File: src/rtl/fft_pingpong_buffer.sv
// Two-bank ping-pong sample buffer: a stream fills one bank (optionally in
// bit-reversed order) while the FFT engine randomly reads the other bank.
module fft_pingpong_buffer #(
    parameter int unsigned DATA_W    = 32,
    parameter int unsigned ADDR_W    = 6,
    parameter bit          BITREV_WR = 1'b1
) (
    input  logic              clk,
    input  logic              reset_n,
    input  logic              wr_valid,
    input  logic [DATA_W-1:0] wr_data,
    output logic              wr_ready,
    input  logic              rd_en,
    input  logic [ADDR_W-1:0] rd_add,
    output logic [DATA_W-1:0] rd_data,
    output logic              rd_valid,
    input  logic              rd_done,
    output logic              frame_ready,
    output logic [ADDR_W:0]   wr_level,
    output logic              err
);

    localparam int unsigned DEPTH = 2 ** ADDR_W;
    localparam int unsigned MEM_W = ADDR_W + 1;
    localparam logic [ADDR_W-1:0] LAST_CNT = ADDR_W'(DEPTH - 1);

    // Reverse the bit order of a sample index
    function automatic logic [ADDR_W-1:0] f_bitrev(input logic [ADDR_W-1:0] a);
        logic [ADDR_W-1:0] r;
        for (int i = 0; i < int'(ADDR_W); i++) begin
            r[i] = a[ADDR_W-1-i];
        end
        return r;
    endfunction

    logic [DATA_W-1:0] r_mem [2*DEPTH];

    logic [1:0]        r_full;
    logic              r_wr_bank;
    logic              r_rd_bank;
    logic [ADDR_W-1:0] r_wr_cnt;
    logic              r_rd_valid;
    logic [DATA_W-1:0] r_rd_data;
    logic              r_err;

    logic              w_wr_ready;
    logic              w_frame_ready;
    logic              w_wr_acc;
    logic              w_wr_last;
    logic              w_rd_acc;
    logic              w_release;
    logic              w_proto_err;
    logic [ADDR_W-1:0] w_wr_addr;
    logic [1:0]        w_full_nxt;

    // Handshake decode from current ownership state
    always_comb begin
        w_wr_ready    = ~r_full[r_wr_bank];
        w_frame_ready = r_full[r_rd_bank];
        w_wr_acc      = wr_valid & w_wr_ready;
        w_wr_last     = w_wr_acc & (r_wr_cnt == LAST_CNT);
        w_rd_acc      = rd_en & w_frame_ready;
        w_release     = rd_done & w_frame_ready;
        w_proto_err   = (rd_en | rd_done) & ~w_frame_ready;
        w_wr_addr     = BITREV_WR ? f_bitrev(r_wr_cnt) : r_wr_cnt;
    end

    // Ownership flags: completion and release always target distinct banks
    always_comb begin
        w_full_nxt = r_full;
        if (w_wr_last) begin
            w_full_nxt[r_wr_bank] = 1'b1;
        end
        if (w_release) begin
            w_full_nxt[r_rd_bank] = 1'b0;
        end
    end

    // Sample storage, not reset
    always_ff @(posedge clk) begin
        if (w_wr_acc) begin
            r_mem[MEM_W'({r_wr_bank, w_wr_addr})] <= wr_data;
        end
    end

    // Control state, write counter and registered read port
    always_ff @(posedge clk or negedge reset_n) begin
        if (!reset_n) begin
            r_full     <= 2'b00;
            r_wr_bank  <= 1'b0;
            r_rd_bank  <= 1'b0;
            r_wr_cnt   <= '0;
            r_rd_valid <= 1'b0;
            r_rd_data  <= '0;
            r_err      <= 1'b0;
        end else begin
            r_full     <= w_full_nxt;
            r_rd_valid <= w_rd_acc;
            if (w_wr_acc) begin
                r_wr_cnt <= r_wr_cnt + ADDR_W'(1);
            end
            if (w_wr_last) begin
                r_wr_bank <= ~r_wr_bank;
            end
            if (w_release) begin
                r_rd_bank <= ~r_rd_bank;
            end
            if (w_rd_acc) begin
                r_rd_data <= r_mem[MEM_W'({r_rd_bank, rd_add})];
            end
            if (w_proto_err) begin
                r_err <= 1'b1;
            end
        end
    end

    assign wr_ready    = w_wr_ready;
    assign frame_ready = w_frame_ready;
    assign wr_level    = {1'b0, r_wr_cnt};
    assign rd_data     = r_rd_data;
    assign rd_valid    = r_rd_valid;
    assign err         = r_err;

endmodule

File: config.mk
export PLATFORM = sky130hd
export DESIGN_NAME = fft_pingpong_buffer
export DESIGN_NICKNAME = d
export VERILOG_FILES = /design/src/rtl/fft_pingpong_buffer.sv
export SDC_FILE = /design/constraint.sdc
export NUM_CORES = 2
export LEC_CHECK = 0
export BUFFER_PORTS_ARGS = -buffer_cell sky130_fd_sc_hd__buf_2
export CAP_MARGIN = 20
export CORE_MARGIN = 4
export CORE_UTILIZATION = 45
export DETAILED_ROUTE_END_ITERATION = 16
export GPL_TIMING_DRIVEN = 0
export PLACE_DENSITY = 0.64
export SLEW_MARGIN = 30
export SYNTH_ARGS = -nofsm -noshare
export SYNTH_HDL_FRONTEND = slang
export SYNTH_SLANG_ARGS = --single-unit
File: constraint.sdc
create_clock -name clk -period 3.5 [get_ports clk]
set_clock_uncertainty 0.05 [all_clocks]
set_input_delay 0.525 -clock clk [delete_from_list [all_inputs] [get_ports clk]]
set_output_delay 0.525 -clock clk [all_outputs]
set_load 0.05 [all_outputs]
==> flow_metrics.py <==
metrics = {
    "outcome": {
        "status": "finished with violations",
        "violations": "setup timing",
    },
    "pwr": {
        "p_total_mw": 108.3,
        "p_int_mw": 82.61,
        "p_seq_frac": 0.515,
        "clkPwrFrac": 0.401,
        "swShare": 0.2371,
        "p_leak_nw": 61.49,
        "ir_drop_v": 0.0004632,
        "switching_power_mw": 25.67,
        "power_density_mw_per_mm2": 569.9,
        "comb_power_share": 0.084,
    },
    "worst_setup_path": {
        "end_kind": "flip-flop",
        "critical_path_class": "in -> reg",
        "cp-start-kind": "primary input",
        "r2r_cells": 6,
        "rr_startpoint": "r_wr_cnt[0]",
        "cpMostUsedCell": "buf_2",
        "cp_cell_sequence": "buf_2 > buf_2 > inv_1 > nor2_2 > clkbuf_2 > o221ai_1 > a221oi_2 > a2111oi_2 > buf_4 > a211o_1",
        "worst_path_largest_cell_delay_ns": 0.75,
        "crit_path_end": "rd_data[11]",
        "worstPathRequired_ns": 4.33,
        "slowest_stage": "a221oi_2",
        "cp_data_arrival_time_ns": 4.65,
        "crit_start": "rd_add[5]",
        "regToRegSetupSlack_ns": -0.08,
        "path_max_fanout": 10,
        "timing.rr.end": "r_mem[53][26]",
    },
    "drt": {
        "wl_um": 544700,
        "drt-initial-drc-count": 14795,
        "drtPass1Iterations": 8,
        "via_count": 86541,
        "post_drt_wl_per_cell_um": 40.41,
        "remaining_drc_errors": 0,
        "drt-vias-per-instance": 6.420,
        "antenna_left": 0,
    },
    "synthesis": {
        "yosysWarnings": 0,
        "synth_area_mm2": 0.1594,
        "ys_ff_latch": 4140,
        "ys_seq_area_frac": 0.7785,
        "synth.distinct_cells": 50,
        "synthCells": 7491,
        "synth-main-ff-cell": "edfxtp_1",
        "synth_edf_count": 4096,
        "postSynth.asyncResetShare": 0.01063,
        "postSynthAreaPerCell_um2": 21.28,
        "syn_nets": 7535,
    },
    "grt": {
        "antenna_found_initial": 37,
        "grt_usage": 0.2947,
        "grt_pass1_wl_um": 726500,
        "gr-total-overflow": 0,
        "grt_max_degree": 94,
        "grt_pass1_vias": 83112,
    },
    "cells_and_area": {
        "layout-drive-gt1-share": 0.2870,
        "fillCellCount": 26459,
        "layout_commonest_cell": "edfxtp_1",
        "final_util": 0.5387,
        "nets": 8433,
        "finalNonFillerCells": 13479,
        "area_growth_pct": 19.18,
        "final_cell_mix": "4,096 x edfxtp_1, 739 x mux2i_1, 674 x mux4_2, 422 x clkbuf_16, 261 x buf_16",
    },
    "floorplan": {
        "die_area_mm2": 0.3638,
        "core_mm2": 0.3527,
        "die_x_um": 603.2,
        "num_io_pins": 86,
        "rows": 218,
        "dieHeight_um": 603.2,
        "start_util": 0.4520,
    },
    "cts": {
        "insertion_delay_ns": 0.99,
        "tritoncts": "built",
        "cts_made_buffers": 415,
        "cts_sinks": 4140,
        "clk_pin_slew_worst_paths_ns": 0.06,
        "clock-root-buffer": "clkbuf_16",
        "cts_max_level": 5,
        "cts_buffer_depth": 4,
    },
    "job": {
        "drv_cap": 0,
    },
    "sta": {
        "final-hold-violation-count": 0,
        "fin_crit_ns": 3.822,
        "fin_crit_sh": 1.092,
        "final.setup.worst_slack_ns": -0.3218,
        "rsz0062_at_grt": "yes",
        "final-setup-viol-count": 141,
        "fmax_mhz": 261.7,
        "final-max-slew-violation-count": 0,
        "worstMarginPinSlew_ns": 1.172,
        "max_slew_margin": 0.2188,
    },
    "hold_path": {
        "holdCritPathClass": "in -> async",
    },
    "placement": {
        "dp_cells": 12632,
        "hpwlAfterDp_um": 383100,
        "routabilityCongestion": 1.054,
        "io_buffers": 81,
    },
}
==> worst max-delay path: cells and delay by family <==
| kind | cells | cell delay [ns] |
|---|---|---|
| buffers and inverters | 5 | 2.09 |
| AO/OA/AOI/OAI | 4 | 1.43 |
| AND/OR/NAND/NOR | 1 | 0.55 |
==> cells in the mapped netlist (42+ instances only) <==
library cell,count,area share
a21oi_1,74,0.0023
a221oi_1,44,0.0024
a22oi_1,68,0.0032
buf_2,151,0.0047
buf_4,85,0.0040
clkbuf_1,153,0.0036
dfrtp_1,44,0.0069
edfxtp_1,4096,0.77
mux2_2,241,0.017
mux2i_1,742,0.047
mux4_2,674,0.095
nand2_1,132,0.0031
nor2_1,179,0.0042
nor3_1,69,0.0022
o221ai_1,52,0.0029
o22ai_1,255,0.010
o31ai_1,42,0.0020
==> power by group through the flow <==
| stage | Combinational (mW) | Clock, mW | Sequential, mW |
|---|---|---|---|
| final | 9.12 | 43.4 | 55.7 |
| after global routing | 9.18 | 45.9 | 55.7 |
| after CTS | 8.81 | 43.7 | 55.7 |
| after detailed placement | 8.67 | 0 | 56.8 |
| after global placement | 7.49 | 0 | 56.9 |
| after floorplan | 3.42 | 0 | 56.8 |
==> stage by stage <==
stage	setup slack, ns	instance area (µm²)	TNS, ns	hold WS, ns
floorplan	-0.2031	159500	-407.26	0.1794
global placement	-4.453	165900	-9395.43	0.4097
detailed placement	-2.108	175500	-1270.11	0.4389
CTS	0.002243	189500	0	0.05313
global route	0.001970	190000	0	0.1200
finish	-0.3218	190000	-6.433	0.07831
==> routing by layer <==
layer / GRT usage / vias to the layer above / wire [µm]
li1: - / 33414 / -
met1: 0.3802 / 45590 / 193800
met2: 0.4375 / 6312 / 242700
met3: 0.09568 / 1217 / 69090
met4: 0.1748 / 8 / 38770
met5: 0.005814 / - / 341
==> repair_timing <==
action | in CTS | in global routing
endpoints found under the hold margin | 1392 | 0
buffers inserted | 17 | 17
pin swaps | 8 | 13
resized for setup | 105 | 54
endpoints found under the setup margin | 3215 | 221
hold buffers | 36 | 0
==> logic make-up (layout without fill, tap and decap cells) <==
kind of cell    count (synthesis)  after routing  share of synthesized area
mux                          1657           1657                     0.1588
flops                        4140           4140                     0.7785
buf+inv                       438           1681                    0.01454
compound gates                752            752                    0.03369
fa+ha+maj                       1              1                 0.00007848
simple gates                  496            496                    0.01397
other cells                     1             16                 0.00002353
xor+xnor                        6              6                  0.0003297
==> worst min-delay path by stage <==
stage	startpoint	endpoint	slack, ns	cells past startpoint
after global routing	reset_n	rd_data[11]	0.12	2
after CTS	reset_n	rd_data[11]	0.05	2
after detailed placement	rd_data[8]	rd_data[8]	0.44	1
after global placement	err	err	0.41	1
final	reset_n	rd_data[11]	0.08	2
after floorplan	reset_n	err	0.18	0
==> layout make-up <==
cell class              count  area [µm²]  share of cell area
diodes                     15       37.54           0.0001976
plain buffers             431        2491             0.01311
clock buffers             522       10980             0.05777
clock inverters           240        2138             0.01126
inverters                   3       11.26          0.00005927
multi-input cells        2913       34820              0.1833
flip-flops and latches   4140      124100              0.6532
well taps                4730        5918             0.03115
repair buffers            485        9483             0.04991
==> state kept, by name, summed over array words and instances (netlist names) <==
signal and flops:
r_wr_bank 1, rd_data 32, rd_valid 1, r_wr_cnt 6, r_full 2, r_rd_bank 1, err 1, r_mem 4096
Note: power is estimated with default switching activity, not from simulation.
